**config.mk**
```make
export PLATFORM = sky130hd
export DESIGN_NAME = alarm_ctrl
export DESIGN_NICKNAME = d
export VERILOG_FILES = /design/src/rtl/alarm_pkg.sv /design/src/rtl/alarm_sec_timer.sv /design/src/rtl/alarm_ctrl.sv
export SDC_FILE = /design/constraint.sdc
export NUM_CORES = 1
export LEC_CHECK = 0
export ABC_AREA = 1
export BUFFER_PORTS_ARGS = -buffer_cell sky130_fd_sc_hd__buf_4
export CAP_MARGIN = 20
export CORE_ASPECT_RATIO = 1.1
export CORE_MARGIN = 2
export CORE_UTILIZATION = 25
export CTS_BUF_LIST = sky130_fd_sc_hd__clkbuf_8 sky130_fd_sc_hd__clkbuf_16
export DETAILED_ROUTE_END_ITERATION = 8
export PLACE_DENSITY_LB_ADDON = 0.25
export SLEW_MARGIN = 40
export SYNTH_ARGS = -nofsm -noshare
export SYNTH_HDL_FRONTEND = slang
export SYNTH_HIERARCHICAL = 1
export SYNTH_SLANG_ARGS = --single-unit
```
**constraint.sdc**
```tcl
create_clock -name clk -period 2.3 [get_ports clk]
set_input_delay 0.46 -clock clk [delete_from_list [all_inputs] [get_ports clk]]
set_output_delay 0.46 -clock clk [all_outputs]
set_load 0.01 [all_outputs]
```
**src/rtl/alarm_pkg.sv**
```systemverilog
// alarm_pkg: shared types and widths for the alarm sequencer.
//   alarm_state_t : FSM state codes (DISABLED=0, ARMED=1, RINGING=2, SNOOZE=3)
//   HOUR_W/MIN_W/SEC_W : time field widths, TMR_W : seconds timer width
package alarm_pkg;

    localparam int unsigned HOUR_W = 5;
    localparam int unsigned MIN_W  = 6;
    localparam int unsigned SEC_W  = 6;
    localparam int unsigned TMR_W  = 12;

    typedef enum logic [1:0] {
        ST_DISABLED = 2'd0,
        ST_ARMED    = 2'd1,
        ST_RINGING  = 2'd2,
        ST_SNOOZE   = 2'd3
    } alarm_state_t;

endpackage

```
**src/rtl/alarm_sec_timer.sv**
```systemverilog
// alarm_sec_timer: loadable seconds down-counter.
//   clk, reset   : clock, synchronous active-high reset
//   load_i       : load load_val_i (wins over tick_i)
//   load_val_i   : reload value
//   tick_i       : decrement enable (one per second, gated by the owner FSM)
//   zero_next_o  : count == 1, i.e. the next tick expires the timer (combinational)
module alarm_sec_timer
    import alarm_pkg::*;
(
    input  logic             clk,
    input  logic             reset,
    input  logic             load_i,
    input  logic [TMR_W-1:0] load_val_i,
    input  logic             tick_i,
    output logic             zero_next_o
);

    logic [TMR_W-1:0] cnt_q;
    logic [TMR_W-1:0] cnt_d;

    // Never count below 1: the expiring tick is consumed by the FSM instead.
    always_comb begin
        cnt_d = cnt_q;
        if (load_i) begin
            cnt_d = load_val_i;
        end else if (tick_i && (cnt_q > TMR_W'(1))) begin
            cnt_d = cnt_q - TMR_W'(1);
        end
    end

    always_ff @(posedge clk) begin
        if (reset) begin
            cnt_q <= '0;
        end else begin
            cnt_q <= cnt_d;
        end
    end

    assign zero_next_o = (cnt_q == TMR_W'(1));

endmodule

```
**src/rtl/alarm_ctrl.sv**
```systemverilog
// alarm_ctrl: alarm sequencer. Arms on alarm_en, rings on a time match,
// handles snooze/stop buttons and ring auto-timeout.
//   clk, reset           : clock, synchronous active-high reset
//   sec_tick             : 1 Hz single-cycle pulse
//   cur_hour/min/sec     : running time (binary)
//   alm_hour/alm_min     : programmed alarm time
//   alarm_en             : arm switch (low forces DISABLED)
//   snooze_btn, stop_btn : single-cycle debounced pulses
//   alarm                : high while RINGING (registered)
//   snoozing             : high while SNOOZE (registered)
//   state                : current state code (registered)
// Optional build macro ALARM_SNOOZE_LIMIT_EN: caps honoured snoozes per
// alarm event at MAX_SNOOZE; without it snoozes are unlimited.
module alarm_ctrl
    import alarm_pkg::*;
#(
    parameter int unsigned SNOOZE_SEC       = 300,
`ifdef ALARM_SNOOZE_LIMIT_EN
    parameter int unsigned MAX_SNOOZE       = 3,
`endif
    parameter int unsigned RING_TIMEOUT_SEC = 60
) (
    input  logic              clk,
    input  logic              reset,
    input  logic              sec_tick,
    input  logic [HOUR_W-1:0] cur_hour,
    input  logic [MIN_W-1:0]  cur_min,
    input  logic [SEC_W-1:0]  cur_sec,
    input  logic [HOUR_W-1:0] alm_hour,
    input  logic [MIN_W-1:0]  alm_min,
    input  logic              alarm_en,
    input  logic              snooze_btn,
    input  logic              stop_btn,
    output logic              alarm,
    output logic              snoozing,
    output logic [1:0]        state
);

    alarm_state_t state_q, state_d;
    logic         alarm_q, alarm_d;
    logic         snoozing_q, snoozing_d;

    logic match_c;
    logic snz_ok_c;
    logic ring_load_c, ring_tick_c, ring_zero_c;
    logic snz_load_c, snz_tick_c, snz_zero_c;

    assign match_c = sec_tick && (cur_hour == alm_hour) && (cur_min == alm_min)
                     && (cur_sec == SEC_W'(0));

    alarm_sec_timer u_ring_tmr (
        .clk         (clk),
        .reset       (reset),
        .load_i      (ring_load_c),
        .load_val_i  (TMR_W'(RING_TIMEOUT_SEC)),
        .tick_i      (ring_tick_c),
        .zero_next_o (ring_zero_c)
    );

    alarm_sec_timer u_snz_tmr (
        .clk         (clk),
        .reset       (reset),
        .load_i      (snz_load_c),
        .load_val_i  (TMR_W'(SNOOZE_SEC)),
        .tick_i      (snz_tick_c),
        .zero_next_o (snz_zero_c)
    );

`ifdef ALARM_SNOOZE_LIMIT_EN
    localparam int unsigned SNZ_CNT_W = 3;
    logic [SNZ_CNT_W-1:0] snz_cnt_q, snz_cnt_d;

    // Cleared when a fresh alarm event starts, bumped on each honoured snooze.
    always_comb begin
        snz_cnt_d = snz_cnt_q;
        if (ring_load_c && (state_q == ST_ARMED)) begin
            snz_cnt_d = '0;
        end else if (snz_load_c) begin
            snz_cnt_d = snz_cnt_q + SNZ_CNT_W'(1);
        end
    end

    always_ff @(posedge clk) begin
        if (reset) begin
            snz_cnt_q <= '0;
        end else begin
            snz_cnt_q <= snz_cnt_d;
        end
    end

    assign snz_ok_c = (snz_cnt_q != SNZ_CNT_W'(MAX_SNOOZE));
`else
    assign snz_ok_c = 1'b1;
`endif

    // State and output registers.
    always_ff @(posedge clk) begin
        if (reset) begin
            state_q    <= ST_DISABLED;
            alarm_q    <= 1'b0;
            snoozing_q <= 1'b0;
        end else begin
            state_q    <= state_d;
            alarm_q    <= alarm_d;
            snoozing_q <= snoozing_d;
        end
    end

    // Next state and timer controls; a button in a tick cycle suppresses the decrement.
    always_comb begin
        state_d     = state_q;
        ring_load_c = 1'b0;
        ring_tick_c = 1'b0;
        snz_load_c  = 1'b0;
        snz_tick_c  = 1'b0;
        if (!alarm_en) begin
            state_d = ST_DISABLED;
        end else begin
            case (state_q)
                ST_DISABLED: state_d = ST_ARMED;
                ST_ARMED: begin
                    if (match_c) begin
                        state_d     = ST_RINGING;
                        ring_load_c = 1'b1;
                    end
                end
                ST_RINGING: begin
                    if (stop_btn) begin
                        state_d = ST_ARMED;
                    end else if (snooze_btn && snz_ok_c) begin
                        state_d    = ST_SNOOZE;
                        snz_load_c = 1'b1;
                    end else if (sec_tick) begin
                        if (ring_zero_c) begin
                            state_d = ST_ARMED;
                        end else begin
                            ring_tick_c = 1'b1;
                        end
                    end
                end
                ST_SNOOZE: begin
                    if (stop_btn) begin
                        state_d = ST_ARMED;
                    end else if (sec_tick) begin
                        if (snz_zero_c) begin
                            state_d     = ST_RINGING;
                            ring_load_c = 1'b1;
                        end else begin
                            snz_tick_c = 1'b1;
                        end
                    end
                end
                default: state_d = ST_DISABLED;
            endcase
        end
    end

    // Outputs decoded from the next state so they register alongside it.
    always_comb begin
        alarm_d    = (state_d == ST_RINGING);
        snoozing_d = (state_d == ST_SNOOZE);
    end

    assign alarm    = alarm_q;
    assign snoozing = snoozing_q;
    assign state    = 2'(state_q);

endmodule

```
==> impl_metrics.tcl <==
set metrics [dict create \
    synth_cells 408 \
    fillCellCount 1009 \
    required_ns 2.52 \
    hold-worst-slack_ns 0.466 \
    viasPerCell 4.20 \
    routedWlPerCell_um 10.2 \
    grt_overflow 0 \
    drt_first_pass_iters 4 \
    clkSlewWorstSetupHoldPaths_ns 0.10 \
    htree_levels 1 \
    yosysWarnings 6 \
    pin_count 38 \
    hold_buffers 0 \
    drtIter0Drc 56 \
    die_h_um 105 \
    vias 2480 \
    syn_area_um2 2320 \
    start_util_pct 26.0 \
    irDropWorstVdd_mv 0.206 \
    worstSetupPathType "reg2reg" \
    cp-end-kind "flop" \
    yosysUniqueCellTypes 28 \
    grt_max_degree 16 \
    yosys.area.top_type_share_pct 24.2 \
    grt_pass1_wl_um 10600 \
    finalSetupViolations 0 \
    cts.sinks 28 \
    syn_to_final_growth_pct 25.1 \
    p_leak_nw 1.45 \
    nets 517 \
    finalSetupTns_ns 0 \
    tritoncts "built" \
    postCtsSetupRepairBufs 0 \
    cts-root-buf "clkbuf_8" \
    yosysTopAreaCell "dfxtp_1" \
    max_freq_mhz 484 \
    routed_wl_um 6010 \
    fin_crit_ns 2.07 \
    drc_errors 0 \
    yosysSeqAreaShare_pct 24.2 \
    cp_max_fo 11 \
    cts.path.max_buffers 2 \
    max_cap_viol_count 0 \
    startpoint_type "flop" \
    n_antenna_cell 0 \
    drive_gt1_share_pct 17.8 \
    yosys-top-cells-area "dfxtp_1, nand2_1, nor2_1" \
    tightest_slew_ns 0.542 \
    setup_ws_ns 0.235 \
    final_cell_mix "nand2_1, nor2_1, inv_1, buf_4, nand3_1" \
    grtUsageTotal_pct 12.9 \
    core_area_um2 8920 \
    syn_area_per_cell_um2 5.68 \
    portBuffers 37 \
    rsz0062_at_grt "no" \
    antenna_found_initial 0 \
    hold_viol 0 \
    drv_slew 0 \
    finalWeightedCongestion 0.847 \
    fin_skew_ns 0.00220 \
    die_area_um2 10100 \
    numCtsBuffers 3 \
    hold_path.class "in2reg" \
    min_period_over_period_pct 89.8 \
    grt_pass1_vias 2348 \
    max-slew-margin-rel_pct 63.5 \
    rows 36 \
    status "completed" \
    clock_latency_ns 0.28 \
    power_density_nw_per_um2 300 \
    critPathArrivalTime_ns 2.29 \
    fp.dieW_um 95.8 \
    mostFrequentLayoutCell "nand2_1" \
    ys_seq_elements 28 \
    dpl.hpwl_um 4800 \
    pre_cts_ws_ns 0.130 \
    ant_nets 0 \
]
-- sequential cells by signal (all words and copies together), names as in the netlist --
register / flops
alarm: 1
snoozing: 1
state: 2
u_ring_tmr/cnt_q: 12
u_snz_tmr/cnt_q: 12
-- cell usage after synthesis, drive strengths merged --
master,instances
nor4,2
inv,62
nor3,2
buf,6
xor2,2
nor3b,2
dfxtp,28
nand3,31
nand2,106
clkinv,2
conb,2
a21oi,10
ha,4
a31o,2
and2,2
o21ai,33
o211ai,1
nand3b,2
xnor2,3
a31oi,3
nand4,4
nor2,99
-- power by group --
| group | internal, mW | total (mW) | switching [mW] |
|---|---|---|---|
| sequential | 0.485 | 0.487 | 0.00148 |
| combinational | 0.0559 | 0.105 | 0.0492 |
| clock | 0.118 | 0.279 | 0.161 |
| total | 0.659 | 0.871 | 0.212 |
-- cells by family after synthesis --
group                    share of synthesized area (%)
other                                            0.324
buffers and inverters                             13.3
adder cells (fa/ha/maj)                           2.16
AND/OR/NAND/NOR                                   47.0
flip-flops                                        24.2
XOR/XNOR                                          1.89
AO/OA/AOI/OAI                                     11.2
-- layer usage --
metal / routed length [µm] / GRT usage (%) / vias to the layer above
met1: 2670 / 15.5 / 1075
met5: 0 / 0 / -
met3: 80 / 1.95 / 6
li1: - / - / 1386
met4: 80 / 2.65 / 0
met2: 3180 / 23.6 / 13
-- critical path, cell delays in order, from the launching register on --
cell and delay [ns]:
dfxtp_1 0.37, inv_1 0.08, ha_1 0.19, nand4_1 0.10, nor2_1 0.07, nor4_1 0.51, nand3_2 0.20, nand2_4 0.17
buf_4 0.16, o21ai_0 0.07, nor2_1 0.09
-- final cells by class --
| cell class | instances | area, µm² | area share [%] |
|---|---|---|---|
| sequential | 28 | 561 | 19.3 |
| clock buffer | 3 | 41.3 | 1.42 |
| timing repair buffer | 50 | 375 | 12.9 |
| multi-input combinational | 332 | 1540 | 53.1 |
| inverter | 64 | 240 | 8.28 |
| tap | 114 | 143 | 4.92 |
-- final timing paths --
check                           slack [ns]                start  cells past startpoint             endpoint
worst min register to register        0.52  u_ring_tmr/cnt_q[0]                      2  u_ring_tmr/cnt_q[0]
worst max-delay path                  0.23  u_ring_tmr/cnt_q[1]                     10  u_ring_tmr/cnt_q[1]
worst min-delay path                  0.47                reset                      2   u_snz_tmr/cnt_q[9]
worst max register to register        0.23  u_ring_tmr/cnt_q[1]                     10  u_ring_tmr/cnt_q[1]
-- per-stage QoR --
step                utilization [%]  instances  power, mW  cell area, µm²
finish                         32.5        591      0.871            2900
global placement               32.0        588      0.601            2850
global route                   32.5        591      0.924            2900
CTS                            32.4        591      0.892            2890
floorplan                         -        430      0.542            2400
detailed placement             32.0        588      0.604            2850
-- timing repair --
item | 4_1_cts | 5_1_grt
resized for setup | 0 | 3
setup endpoints to repair | 0 | 12
hold endpoints to repair | 0 | 0
Power figures use the tool's default switching activity.
